## src/rtl/regfile_read_arbiter.sv

```systemverilog
// Round-robin arbiter sharing one register-file read mux among four requesters,
// with a two-stage select/capture pipeline. Optional macro RDARB_R0_ZERO_EN forces reads of r0 to zero.
module regfile_read_arbiter #(
  parameter int unsigned NREQ = 4,
  parameter int unsigned AW   = 5,
  parameter int unsigned DW   = 32
) (
  input  logic                 clk,
  input  logic                 rst_n,
  input  logic [NREQ-1:0]      req_i,
  input  logic [NREQ*AW-1:0]   req_addr_i,
  output logic [NREQ-1:0]      gnt_o,
  input  logic                 stall_i,
  output logic [AW-1:0]        mux_sel_o,
  input  logic [DW-1:0]        mux_out_i,
  output logic                 rsp_valid_o,
  output logic [1:0]           rsp_id_o,
  output logic [DW-1:0]        rsp_data_o
);

  localparam int unsigned IW = 2;

  logic [IW-1:0] rr_ptr_q, rr_ptr_d;
  logic [AW-1:0] sel_q, sel_d;
  logic [IW-1:0] id_q, id_d;
  logic          v_q, v_d;
  logic          rsp_valid_q;
  logic [IW-1:0] rsp_id_q;
  logic [DW-1:0] rsp_data_q, cap_data;

  logic          gnt_any;
  logic [IW-1:0] gnt_idx;
  logic [IW-1:0] cand;

  // Search upward from the pointer, wrapping; stall and reset suppress any grant.
  always_comb begin
    gnt_any = 1'b0;
    gnt_idx = '0;
    cand    = '0;
    if (rst_n && !stall_i) begin
      for (int k = 0; k < int'(NREQ); k++) begin
        cand = IW'(rr_ptr_q + IW'(k));
        if (!gnt_any && req_i[cand]) begin
          gnt_any = 1'b1;
          gnt_idx = cand;
        end
      end
    end
  end

  assign gnt_o = gnt_any ? (NREQ'(1) << gnt_idx) : '0;

  // Stage A register inputs: load on a grant, otherwise hold select and pointer.
  always_comb begin
    rr_ptr_d = rr_ptr_q;
    sel_d    = sel_q;
    id_d     = id_q;
    v_d      = gnt_any;
    if (gnt_any) begin
      rr_ptr_d = IW'(gnt_idx + IW'(1));
      sel_d    = req_addr_i[32'(gnt_idx)*AW +: AW];
      id_d     = gnt_idx;
    end
  end

`ifdef RDARB_R0_ZERO_EN
  assign cap_data = (sel_q == '0) ? '0 : mux_out_i;
`else
  assign cap_data = mux_out_i;
`endif

  always_ff @(posedge clk) begin
    if (!rst_n) begin
      rr_ptr_q    <= '0;
      sel_q       <= '0;
      id_q        <= '0;
      v_q         <= 1'b0;
      rsp_valid_q <= 1'b0;
      rsp_id_q    <= '0;
      rsp_data_q  <= '0;
    end else if (!stall_i) begin
      rr_ptr_q    <= rr_ptr_d;
      sel_q       <= sel_d;
      id_q        <= id_d;
      v_q         <= v_d;
      rsp_valid_q <= v_q;
      rsp_id_q    <= id_q;
      rsp_data_q  <= cap_data;
    end
  end

  assign mux_sel_o   = sel_q;
  assign rsp_valid_o = rsp_valid_q;
  assign rsp_id_o    = rsp_id_q;
  assign rsp_data_o  = rsp_data_q;

endmodule
```

## config.mk

```make
export PLATFORM = sky130hd
export DESIGN_NAME = regfile_read_arbiter
export DESIGN_NICKNAME = d
export VERILOG_FILES = /design/src/rtl/regfile_read_arbiter.sv
export SDC_FILE = /design/constraint.sdc
export NUM_CORES = 1
export LEC_CHECK = 0
export BUFFER_PORTS_ARGS = -buffer_cell sky130_fd_sc_hd__buf_4
export CELL_PAD_IN_SITES_DETAIL_PLACEMENT = 1
export CELL_PAD_IN_SITES_GLOBAL_PLACEMENT = 2
export CORE_MARGIN = 2
export CORE_UTILIZATION = 22
export CTS_CLUSTER_SIZE = 24
export DETAILED_ROUTE_END_ITERATION = 7
export PLACE_DENSITY_LB_ADDON = 0.1
export SKIP_LAST_GASP = 1
export SLEW_MARGIN = 20
export SYNTH_ARGS = -nofsm -noshare
export SYNTH_HDL_FRONTEND = slang
export SYNTH_SLANG_ARGS = --single-unit
```

## constraint.sdc

```tcl
create_clock -name clk -period 1.3 [get_ports clk]
set_input_delay 0 -clock clk [delete_from_list [all_inputs] [get_ports clk]]
set_output_delay 0 -clock clk [all_outputs]
set_load 0.1 [all_outputs]
```

==> insert_results.sql <==
INSERT INTO impl_metrics (metric_group, metric, value, unit) VALUES
('outcome', 'run_status', 'finished with violations', ''),
('outcome', 'violations_in_the_final_reports', 'negative setup slack', ''),
('clock_network', 'clk_path_buf_depth', '2', ''),
('grt', 'initial_antenna_violation_count', '0', ''),
('logic_synthesis', 'yosysUniqueCellTypes', '31', ''),
('clock_network', 'tritoncts', 'yes', ''),
('logic_synthesis', 'ys_warn_count', '0', ''),
('drt', 'num_vias', '1922', ''),
('sta', 'finalMaxSlewViolations', '0', ''),
('logic_synthesis', 'synth-main-ff-cell', 'sky130_fd_sc_hd__dfxtp_1', ''),
('logic_synthesis', 'syn_area', '0.00186', 'sq mm'),
('placed_design', 'io_buffers', '102', ''),
('drt', 'wl_per_cell', '13.7', 'um'),
('worst_setup_path', 'critPathMaxStageDelay', '330', 'ps'),
('final_layout', 'antennaDiodeCount', '0', ''),
('sta', 'finalSetupViolations', '13', ''),
('logic_synthesis', 'ys_top_cells_by_area', 'sky130_fd_sc_hd__dfxtp_1 (48%), sky130_fd_sc_hd__mux2i_1 (24%), sky130_fd_sc_hd__nor2_1 (8.1%)', ''),
('worst_setup_path', 'timing.critical_path.from_type', 'register', ''),
('worst_setup_path', 'cp_data_required_time', '1300', 'ps'),
('sta', 'finalCritPeriodShare', '128', '%'),
('floorplanning', 'floorplan.rows', '33', ''),
('worst_setup_path', 'setup.worst_path.end_class', 'output port', ''),
('sta', 'final.setup.worst_slack', '-358', 'ps'),
('sta', 'finalHoldViolations', '0', ''),
('logic_synthesis', 'synth_area_per_cell', '10.2', 'sq um'),
('logic_synthesis', 'yosysSeqAreaShare', '48.4', '%'),
('logic_synthesis', 'postSynthNetCount', '241', ''),
('floorplanning', 'chipHeight', '96.0', 'um'),
('drt', 'drc', '0', ''),
('floorplanning', 'dieArea', '0.00921', 'sq mm'),
('drt', 'wirelength', '6090', 'um'),
('final_layout', 'final_layout_size_suffix_gt1_share', '44.7', '%'),
('clock_network', 'cts_sinks', '45', ''),
('sta', 'final.setup_skew', '1.85', 'ps'),
('sta', 'maxClockFrequency', '0.603', 'GHz'),
('placed_design', 'gp_congestion', '0.764', ''),
('clock_network', 'cts.reportedPaths.clkPinSlew', '90', 'ps'),
('sta', 'whs', '9.99', 'ps'),
('grt', 'grt_pass1_vias', '2019', ''),
('placed_design', 'place_hpwl', '4250', 'um'),
('drt', 'detail_route.iter0.violations', '27', ''),
('clock_network', 'cts_htree_levels', '2', ''),
('worst_setup_path', 'path_max_fanout', '8', ''),
('logic_synthesis', 'synthArstFlopShare', '0', '%'),
('worst_setup_path', 'critPathArrivalTime', '1660', 'ps'),
('drt', 'antenna_left', '0', ''),
('grt', 'gr-total-overflow', '0', ''),
('worst_setup_path', 'timing.critical_path.slowest_stage_cell', 'sky130_fd_sc_hd__dfxtp_2', ''),
('final_layout', 'flow.area_growth_from_synthesis', '85.6', '%'),
('sta', 'max_slew_margin', '79.5', '%'),
('final_layout', 'design.final.nets', '398', ''),
('grt', 'grt_pass1_wl', '10200', 'um'),
('worst_setup_path', 'crit_type', 'register to output port', ''),
('sta', 'unrepaired_setup_endpoints_after_global_routing', 'yes', ''),
('sta', 'max_slew.worst_pin.slew', '306', 'ps'),
('floorplanning', 'die_w', '96.0', 'um'),
('sta', 'final_period_minus_worst_setup_slack', '1660', 'ps'),
('floorplanning', 'floorplan.initialDensity', '22.7', '%'),
('clock_network', 'clk-insertion-delay-late', '290', 'ps'),
('drt', 'firstDrtPassIters', '4', ''),
('floorplanning', 'pin_count', '103', ''),
('logic_synthesis', 'synth.top_cells.by_count', 'sky130_fd_sc_hd__dfxtp_1 (45), sky130_fd_sc_hd__mux2i_1 (45), sky130_fd_sc_hd__nor2_1 (40)', ''),
('power', 'pwr_density_cell', '1150', 'mW/mm^2'),
('drt', 'route.detailed.vias_per_inst', '4.32', ''),
('logic_synthesis', 'netlist.area_leader.share', '48.4', '%'),
('logic_synthesis', 'synth_top_cell_by_area', 'sky130_fd_sc_hd__dfxtp_1', ''),
('logic_synthesis', 'postSynthCellCount', '182', ''),
('logic_synthesis', 'synth.ff_latch_count', '45', ''),
('clock_network', 'clockRootBuffer', 'sky130_fd_sc_hd__clkbuf_8', ''),
('grt', 'grt_start_max_net_pins', '40', ''),
('logic_synthesis', 'edff_count_synth', '0', '');
==> tightest hold or removal path: cells and delay by family <==
family                 cells  cell delay [ps]
AOI/OAI and AO/OA          1              130
buffers and inverters      1               80
muxes                      1               50
==> registers in the layout, summed over array words and instances (netlist names) <==
register	cells
rsp_data_o	32
rr_ptr_q	2
mux_sel_o	5
rsp_id_o	2
id_q	2
v_q	1
rsp_valid_o	1
==> report_power, final <==
part           leakage [nW]  internal (mW)  switching [mW]
Sequential            0.372           1.48          0.0582
Clock                0.0450          0.374           0.475
Combinational          1.24          0.586           0.998
Total                  1.66           2.44            1.53
==> per-layer routing <==
metal | share of wire (%) | vias to the layer above | wire length, um | GRT usage [%]
met5 | 0 | - | 0 | 0
met4 | 0.56 | 0 | 34 | 3.57
met3 | 6.0 | 2 | 368 | 4.23
met2 | 52 | 48 | 3160 | 23.8
met1 | 42 | 928 | 2530 | 17.5
li1 | - | 944 | - | -
==> metrics by stage <==
step           std cells  TNS (ps)  util [%]  worst slack (ps)  power (mW)
4_1_cts              443     -3230      41.5              -392        4.00
2_1_floorplan        182     -1610         -              -523        2.55
3_3_place_gp         393     -1340      34.9              -168        2.98
5_1_grt              445     -4430      42.0              -465        4.19
3_5_place_dp         393     -1530      34.9              -203        2.98
6_report             445     -3080      42.0              -358        3.97
==> timing repair <==
item / 4_1_cts / 5_1_grt
gates cloned: 0 / 0
setup endpoints to repair: 11 / 13
setup buffers: 6 / 3
resized for setup: 14 / 9
hold buffers: 36 / 0
hold endpoints to repair: 35 / 0
pin swaps: 4 / 5
==> placed cells by master, fill, tap and decap left out, drive strengths merged <==
| cell | instances |
|---|---|
| mux2i | 45 |
| buf | 124 |
| and3 | 2 |
| o32ai | 1 |
| nand3 | 5 |
| or2 | 3 |
| a21oi | 5 |
| nor4 | 1 |
| o32a | 1 |
| and2 | 1 |
| xnor2 | 1 |
| dlygate4sd3 | 36 |
| o211ai | 1 |
| clkinv | 2 |
| a211oi | 1 |
| nand2b | 2 |
| nor2b | 1 |
| nor3 | 2 |
| clkbuf | 6 |
| nor2 | 40 |
| and2b | 1 |
| a21boi | 1 |
| nand2 | 4 |
| inv | 2 |
| dfxtp | 45 |
| o21ai | 2 |
| o221ai | 5 |
==> worst paths after layout <==
path,startpoint,endpoint,slack [ps],cells past startpoint
worst max register to register,rr_ptr_q[0],mux_sel_o[0],-270,7
worst min register to register,v_q,v_q,470,2
worst max-delay path,rr_ptr_q[0],gnt_o[3],-360,6
worst min-delay path,req_addr_i[16],mux_sel_o[1],10,3
==> final cells by class <==
type,instances,area [sq um]
clock inverter,2,10.0
sequential,45,906
inverter,2,7.51
timing repair buffer,160,1370
clock buffer,6,72.6
fill,945,4760
multi-input combinational,125,962
tap,105,131
==> cells by family (layout without fill, tap and decap cells) <==
logic type | count (synthesis) | after routing | synth area share [%]
compound gates | 17 | 17 | 8.67
xor+xnor | 1 | 1 | 0.471
buf+inv | 12 | 170 | 3.23
flops | 45 | 45 | 48.4
simple gates | 62 | 62 | 15.1
mux | 45 | 45 | 24.2
Note: power is estimated with default switching activity, not from simulation.
